<file path="config.mk">
export PLATFORM = sky130hd
export DESIGN_NAME = exc_sequencer
export DESIGN_NICKNAME = d
export VERILOG_FILES = /design/src/rtl/exc_sequencer.sv
export SDC_FILE = /design/constraint.sdc
export NUM_CORES = 1
export LEC_CHECK = 0
export ABC_AREA = 1
export BUFFER_PORTS_ARGS = -buffer_cell sky130_fd_sc_hd__buf_2
export CAP_MARGIN = 30
export CORE_UTILIZATION = 55
export DETAILED_ROUTE_END_ITERATION = 8
export HOLD_SLACK_MARGIN = 0.03
export PLACE_DENSITY = 0.88
export SYNTH_ARGS = -nofsm -noshare
export SYNTH_HDL_FRONTEND = slang
export SYNTH_SLANG_ARGS = --single-unit
</file>
<file path="constraint.sdc">
create_clock -name clk -period 2 [get_ports clk]
set_input_delay 0.1 -clock clk [delete_from_list [all_inputs] [get_ports clk]]
set_output_delay 0.1 -clock clk [all_outputs]
set_load 0.03 [all_outputs]
</file>
<file path="src/rtl/exc_sequencer.sv">
// exc_sequencer: latches and prioritises exception sources, holds Exc/EStatus until ExcAck,
// masks nesting while the handler runs, and sequences ERet and the ExtIAck handshake.
module exc_sequencer #(
    parameter int ACK_TIMEOUT = 16,
    parameter int CNT_W       = 5
) (
    input  logic       clk,
    input  logic       reset,
    input  logic       ExtIRQ,
    input  logic       InvOp,
    input  logic       ERetDec,
    input  logic       ExcAck,
    output logic       Exc,
    output logic [3:0] EStatus,
    output logic       ERet,
    output logic       ExtIAck,
    output logic       InHandler,
    output logic       AckTimeout
);
    localparam logic [1:0] S_IDLE = 2'd0;
    localparam logic [1:0] S_REQ  = 2'd1;
    localparam logic [1:0] S_HND  = 2'd2;

    logic [1:0]       r_state;
    logic [CNT_W-1:0] r_cnt;
    logic             r_prev, r_pend, r_src;
    logic             r_exc, r_eret, r_iack, r_inh, r_tmo;
    logic [3:0]       r_cause;
    logic             w_edge;

    assign w_edge     = ExtIRQ & ~r_prev;
    assign Exc        = r_exc;
    assign EStatus    = r_cause;
    assign ERet       = r_eret;
    assign ExtIAck    = r_iack;
    assign InHandler  = r_inh;
    assign AckTimeout = r_tmo;

    always_ff @(posedge clk) begin
        if (reset) begin
            r_state <= S_IDLE;
            r_cnt   <= '0;
            r_prev  <= 1'b0;
            r_pend  <= 1'b0;
            r_src   <= 1'b0;
            r_exc   <= 1'b0;
            r_eret  <= 1'b0;
            r_iack  <= 1'b0;
            r_inh   <= 1'b0;
            r_tmo   <= 1'b0;
            r_cause <= 4'b0000;
        end else begin
            r_prev <= ExtIRQ;
            r_pend <= r_pend | w_edge;
            r_eret <= 1'b0;
            r_iack <= 1'b0;
            case (r_state)
                S_IDLE: if (InvOp | ERetDec | r_pend) begin
                    r_state <= S_REQ;
                    r_exc   <= 1'b1;
                    r_cause <= InvOp ? 4'b0010 : ERetDec ? 4'b0011 : 4'b0001;
                    r_src   <= ~InvOp & ~ERetDec;
                end
                S_REQ: if (ExcAck) begin
                    r_state <= S_HND;
                    r_exc   <= 1'b0;
                    r_inh   <= 1'b1;
                    r_cnt   <= '0;
                    // a fresh edge in the acknowledge cycle survives the clear
                    if (r_src) begin
                        r_iack <= 1'b1;
                        r_pend <= w_edge;
                        r_src  <= 1'b0;
                    end
                end else if (r_cnt != CNT_W'(ACK_TIMEOUT)) begin
                    r_cnt <= r_cnt + CNT_W'(1);
                    if (r_cnt == CNT_W'(ACK_TIMEOUT - 1))
                        r_tmo <= 1'b1;
                end
                S_HND: if (ERetDec) begin
                    r_state <= S_IDLE;
                    r_eret  <= 1'b1;
                    r_inh   <= 1'b0;
                end
                default: r_state <= S_IDLE;
            endcase
        end
    end
endmodule

</file>
# [Word level (Yosys, flattened, before mapping)]
# Index checks and enable logic that the tools add are counted.
[classes] addsub=1 n_eq_ne=7 mux=21 bitwise=11 reduce_logical=12
[op_table] operator="$mux 1" count=10
[op_table] operator="$mux 2" count=5
[op_table] operator="$mux 5" count=2
[op_table] operator="$reduce_and 3->1" count=3
[op_table] operator="$ne 2x2->1 const B" count=3
[op_table] operator="$not 1->1" count=6
[op_table] operator="$pmux 1 s2" count=3
[op_table] operator="$pmux 2 s3" count=1
[op_table] operator="$reduce_bool 2->1" count=3
[op_table] operator="$add 5x1->5 const B" count=1
[op_table] operator="$eq 5x4->1 const B" count=1
[op_table] operator="$ne 5x5->1 const B" count=1
[op_table] operator="$reduce_and 2->1" count=2
[op_table] operator="$reduce_and 4->1" count=1
[op_table] operator="$or 1x1->1" count=3
[op_table] operator="$reduce_or 3->1" count=1
[op_table] operator="$and 1x1->1" count=2
[op_table] operator="$eq 2x1->1 const B" count=1
[op_table] operator="$eq 2x2->1 const B" count=1
[op_table] operator="$logic_not 2->1" count=1
[op_table] operator="$reduce_or 2->1" count=1
[totals] ff_bits=19 in_bits=6 out_inout_bits=9 elab_cells=63

# [Depth between registers and ports, before layout]
[depth] depth_word=6 mapped_depth=10 mapped_depth_nobuf=10

# [Worst setup path before layout]
# Ideal clock, no wire load.
[synth_path] path_kind="reg-to-reg" from="reg r_cnt[0]" to="reg r_cnt[4]" setup_ns=0.071 t_arrival_ns=1.133 t_required_ns=1.929 setup_slack_ns=0.796 path_stages_with_launch=7 n_path_buf=0 period_less_slack_ns=1.204 path_cell_list="dfxtp_1 ha_1 nand2_1 nor2_1 ha_1 nand3b_1 a21oi_1"
[synth_between] elab_chain_cells=3 word_cells_on_any_way=6 cone_classes="add/sub: 1; eq/ne: 1; mux: 2; reduce/logical: 2"
[synth_rtl] element="from (decl)" line="25" source="logic [CNT_W-1:0] r_cnt;"
[synth_rtl] element="from (signal assigned)" line="76" source="r_cnt <= r_cnt + CNT_W'(1);"
[synth_rtl] element="$add 5x1->5 / $ne 5x5->1 (equally long branches)" line="76, 75"
[synth_rtl] element="$mux 5 / $reduce_bool 2->1 (equally long branches)"
[synth_rtl] element="$mux 5 / $reduce_and 2->1 (equally long branches)"
# Several ways; a longest one is shown, not always the timed one. The select of a mux whose other input is x is not followed.
# A chain may end at the register's enable or synchronous reset.

# [Worst setup path in the final report]
[layout_path] from="reg r_cnt[0]" to="reg r_tmo, in the netlist AckTimeout"
[layout_between] elab_chain_cells=2 word_cells_on_any_way=3 cone_classes="eq/ne: 2; reduce/logical: 1"
[layout_rtl] element="$ne 5x5->1 / $eq 5x4->1 (equally long branches)" line="75, 77"
[layout_rtl] element="$reduce_and 4->1 (no line) *"
[layout_rtl] element="to (signal assigned)" line="50" source="r_tmo <= 1'b0;"
[layout_rtl] element="to (signal assigned)" line="78" source="r_tmo <= 1'b1;"
[layout_rtl] element="to (decl)" line="27" source="logic r_exc, r_eret, r_iack, r_inh, r_tmo;"
# Every way passes the cells marked *; elsewhere a longest branch is shown, timed or not.

==> run metrics <==
status=finished clean; root buffer cell=clkbuf_4; clock tree from TritonCTS=done; Worst EP required=~2.2 ns; worst hold margin=roughly 0.045 ns; Cells after Synth=around 100; fraction of post-synthesis cell area in the top cell type by area=0.436; global-route wire length before repair=~2.5 mm; most numerous cell in the Yosys netlist=nand2_1; max-slew violation total from the final report=0; number of cells on the worst reg-to-reg path=7; startpoint of the tightest hold check path=ExtIRQ; fraction of final layout cells sized beyond drive strength 1=0.212; Core Area=between 1000 and 1500 um2; kind of path behind the tightest hold check=in2reg; post-CTS setup buffers=0; Final nets=between 100 and 150; number of antenna-violating nets in the routed design=0; Layout Area Growth over Synthesis=11.5%; clock network latency to the later pin of the worst-skew pair=between 0.2 and 0.3 ns; H-tree levels=1; clock period minus final worst setup slack=1.40 ns; register bit total from synthesis=17; sum of routed wire length over all layers=approximately 1.6 mm; hold endpoint=r_prev$_SDFF_PP0_; cell depth of the worst hold path=3; Ys Warns=0; leakage power=between 0.4 and 0.5 nW; number of diodes added for antenna fixing=0; Setup violations, final=0; slowest cell on the critical path=dfxtp_1; Post-Layout Inst Area=871 um2; synth top area cells=dfxtp_1, nand2_1, inv_1; most frequent cell on the critical path=nand2_1; GR Overflow Total=0; vias in the first global route=between 500 and 600; Sink Count=17; Crit path largest cell delay=between 0.3 and 0.4 ns; final routed wire length divided by cell count=roughly 12 um; total of fill cells in the finished design=123; clock slew seen by the registers of the worst setup and hold paths=0.09 ns; Primary FF master, synth=dfxtp_1; area of the mapped netlist=between 700 and 800 um2; total count of hold-check failures in the final report=0; number of standard-cell rows in the floorplan=13; clock buffer count from CTS=3; post-placement cell area=845 um2; Total Routing Usage GR=0.244; share of synthesized area occupied by flip-flops and latches=0.436; initial standard-cell utilization of the core=0.593; hpwl dp=roughly 1.2 mm; endpoint of the lowest-slack register-to-register path=AckTimeout$_SDFFE_PP0P_; Synth cell types=23; total power draw=between 0.0006 and 0.0007 W; cell chain of the critical path=inv_1, ha_1, nand2_1, clkinv_1, nand2_1, nand3_1, a21oi_1; Starting DRT DRC Count=23; r2r startpoint=r_cnt[0]$_SDFFE_PP0P_; core occupancy in the finished layout=0.661; number of hold buffers added after cts=0; slack of the worst reg-to-reg path=approximately 0.60 ns; Placer Congestion=between 0.7 and 0.8; # DRC=0; maximum ir drop on the vdd rail=~0.48 mV; syn_area_per_cell=roughly 7.5 um2; number of enable flip-flop cells after synthesis=0; most numerous cell types in the synthesized netlist=nand2_1, dfxtp_1, inv_1; die boundary height=a little under 40 um; share of synthesized registers carrying an async set or reset=0; count of vias placed by the detailed router=673; maximum number of pins on one net before global-route repair=15; setup repair after global routing missed its margin=no; signal arrival time at the worst endpoint=1.61 ns; IO Pins=15; power density cells=around 770 nW/um2; Startpoint Class=flop; cts repair resizes=0; type of the setup path with the least slack=reg2reg; endpoint class of the critical path=flop; critical path peak fanout=6; Setup Skew=between 0.004 and 0.005 ns; detailed-router iteration count before antenna repair=4; number of antenna violations at the first check in global routing=0; number of max-capacitance violations reported=0; CTS max path bufs=2; DIE WIDTH=around 40 um; top achievable clock speed=~0.7 GHz; final critical-path share of the clock period=0.700; vias per cell=between 5 and 6; final-layout setup total negative slack=0 ns; die footprint=approximately 1600 um2; Port Buffers=12; cell accounting for the most synthesized area=dfxtp_1
[cells by family after synthesis]
family | after synthesis | synth area share
flip-flops | 17 | 0.436
adder cells (fa/ha/maj) | 3 | 0.0481
AO/OA/AOI/OAI | 13 | 0.0913
buffers and inverters | 21 | 0.111
other | 1 | 0.00480
AND/OR/NAND/NOR | 49 | 0.309
[routing by layer]
layer  share of wire  GRT usage  wire length (um)  up-vias
met5               0          0                 0        -
li1                -          -                 -      356
met1            0.43      0.271               681      297
met4          0.0095      0.103                15        0
met2            0.53      0.439               829       18
met3           0.033     0.0511                52        2
[sequential cells by signal (all words and copies together) (netlist names)]
name,cells
AckTimeout,1
ERet,1
EStatus,2
Exc,1
ExtIAck,1
InHandler,1
r_cnt,5
r_pend,1
r_prev,1
r_src,1
r_state,2
[worst max path at each step]
stage                                      from                      end  cells after the start
after floorplan           r_cnt[0]$_SDFFE_PP0P_    r_cnt[4]$_SDFFE_PP0P_                      6
after global placement    r_cnt[0]$_SDFFE_PP0P_    r_cnt[3]$_SDFFE_PP0P_                     10
after detailed placement  r_cnt[0]$_SDFFE_PP0P_    r_cnt[3]$_SDFFE_PP0P_                     10
after CTS                 r_cnt[0]$_SDFFE_PP0P_  AckTimeout$_SDFFE_PP0P_                      7
after global routing      r_cnt[0]$_SDFFE_PP0P_    r_cnt[3]$_SDFFE_PP0P_                     10
final                     r_cnt[0]$_SDFFE_PP0P_  AckTimeout$_SDFFE_PP0P_                      7
[layout by cell type, fill, tap and decap left out]
| master | netlist | layout |
|---|---|---|
| inv_2 | 4 | 4 |
| nand4_1 | 3 | 3 |
| o21ai_1 | 3 | 3 |
| o31ai_1 | 1 | 1 |
| buf_2 | 0 | 12 |
| dfxtp_1 | 17 | 17 |
| conb_1 | 1 | 2 |
| nand2_4 | 1 | 1 |
| nor2_1 | 10 | 10 |
| nand3_1 | 9 | 9 |
| nand2_2 | 1 | 1 |
| nand3b_1 | 2 | 2 |
| a21oi_1 | 8 | 8 |
| nor2_4 | 1 | 1 |
| ha_1 | 3 | 3 |
| a21oi_2 | 1 | 1 |
| clkbuf_1 | 1 | 1 |
| inv_1 | 13 | 13 |
| nor3_2 | 1 | 1 |
| clkinv_1 | 1 | 1 |
| nand2_1 | 19 | 19 |
| clkbuf_4 | 0 | 3 |
| nand3_2 | 1 | 1 |
| nor3_1 | 1 | 1 |
[power breakdown]
part	switching, W	total [W]	internal, W
sequential	0.0000127	0.000369	0.000357
combinational	0.0000807	0.000114	0.0000336
clock	0.000106	0.000183	0.0000775
total	0.000199	0.000667	0.000468
[final cells by class]
type	count	area [um2]	area share
inverter	18	67.6	0.0776
sequential	17	340	0.391
clock buffer	4	26.3	0.0302
timing repair buffer	12	60.1	0.0690
tap	15	18.8	0.0216
multi-input combinational	67	358	0.411
[critical path, delay by kind of cell (launching register included)]
| kind | cells | cell delay (ns) |
|---|---|---|
| AOI/OAI and AO/OA | 1 | 0.19 |
| and+or+nand+nor | 3 | 0.40 |
| adders and majority gates | 1 | 0.19 |
| DFF | 1 | 0.39 |
| buffers and inverters | 2 | 0.16 |
[per-stage QoR]
step | setup slack [ns] | std cells
2_1_floorplan | 0.796 | 105
3_3_place_gp | 0.710 | 129
3_5_place_dp | 0.633 | 129
4_1_cts | 0.620 | 133
5_1_grt | 0.503 | 133
6_report | 0.600 | 133
Note: power is estimated with default switching activity, not from simulation.
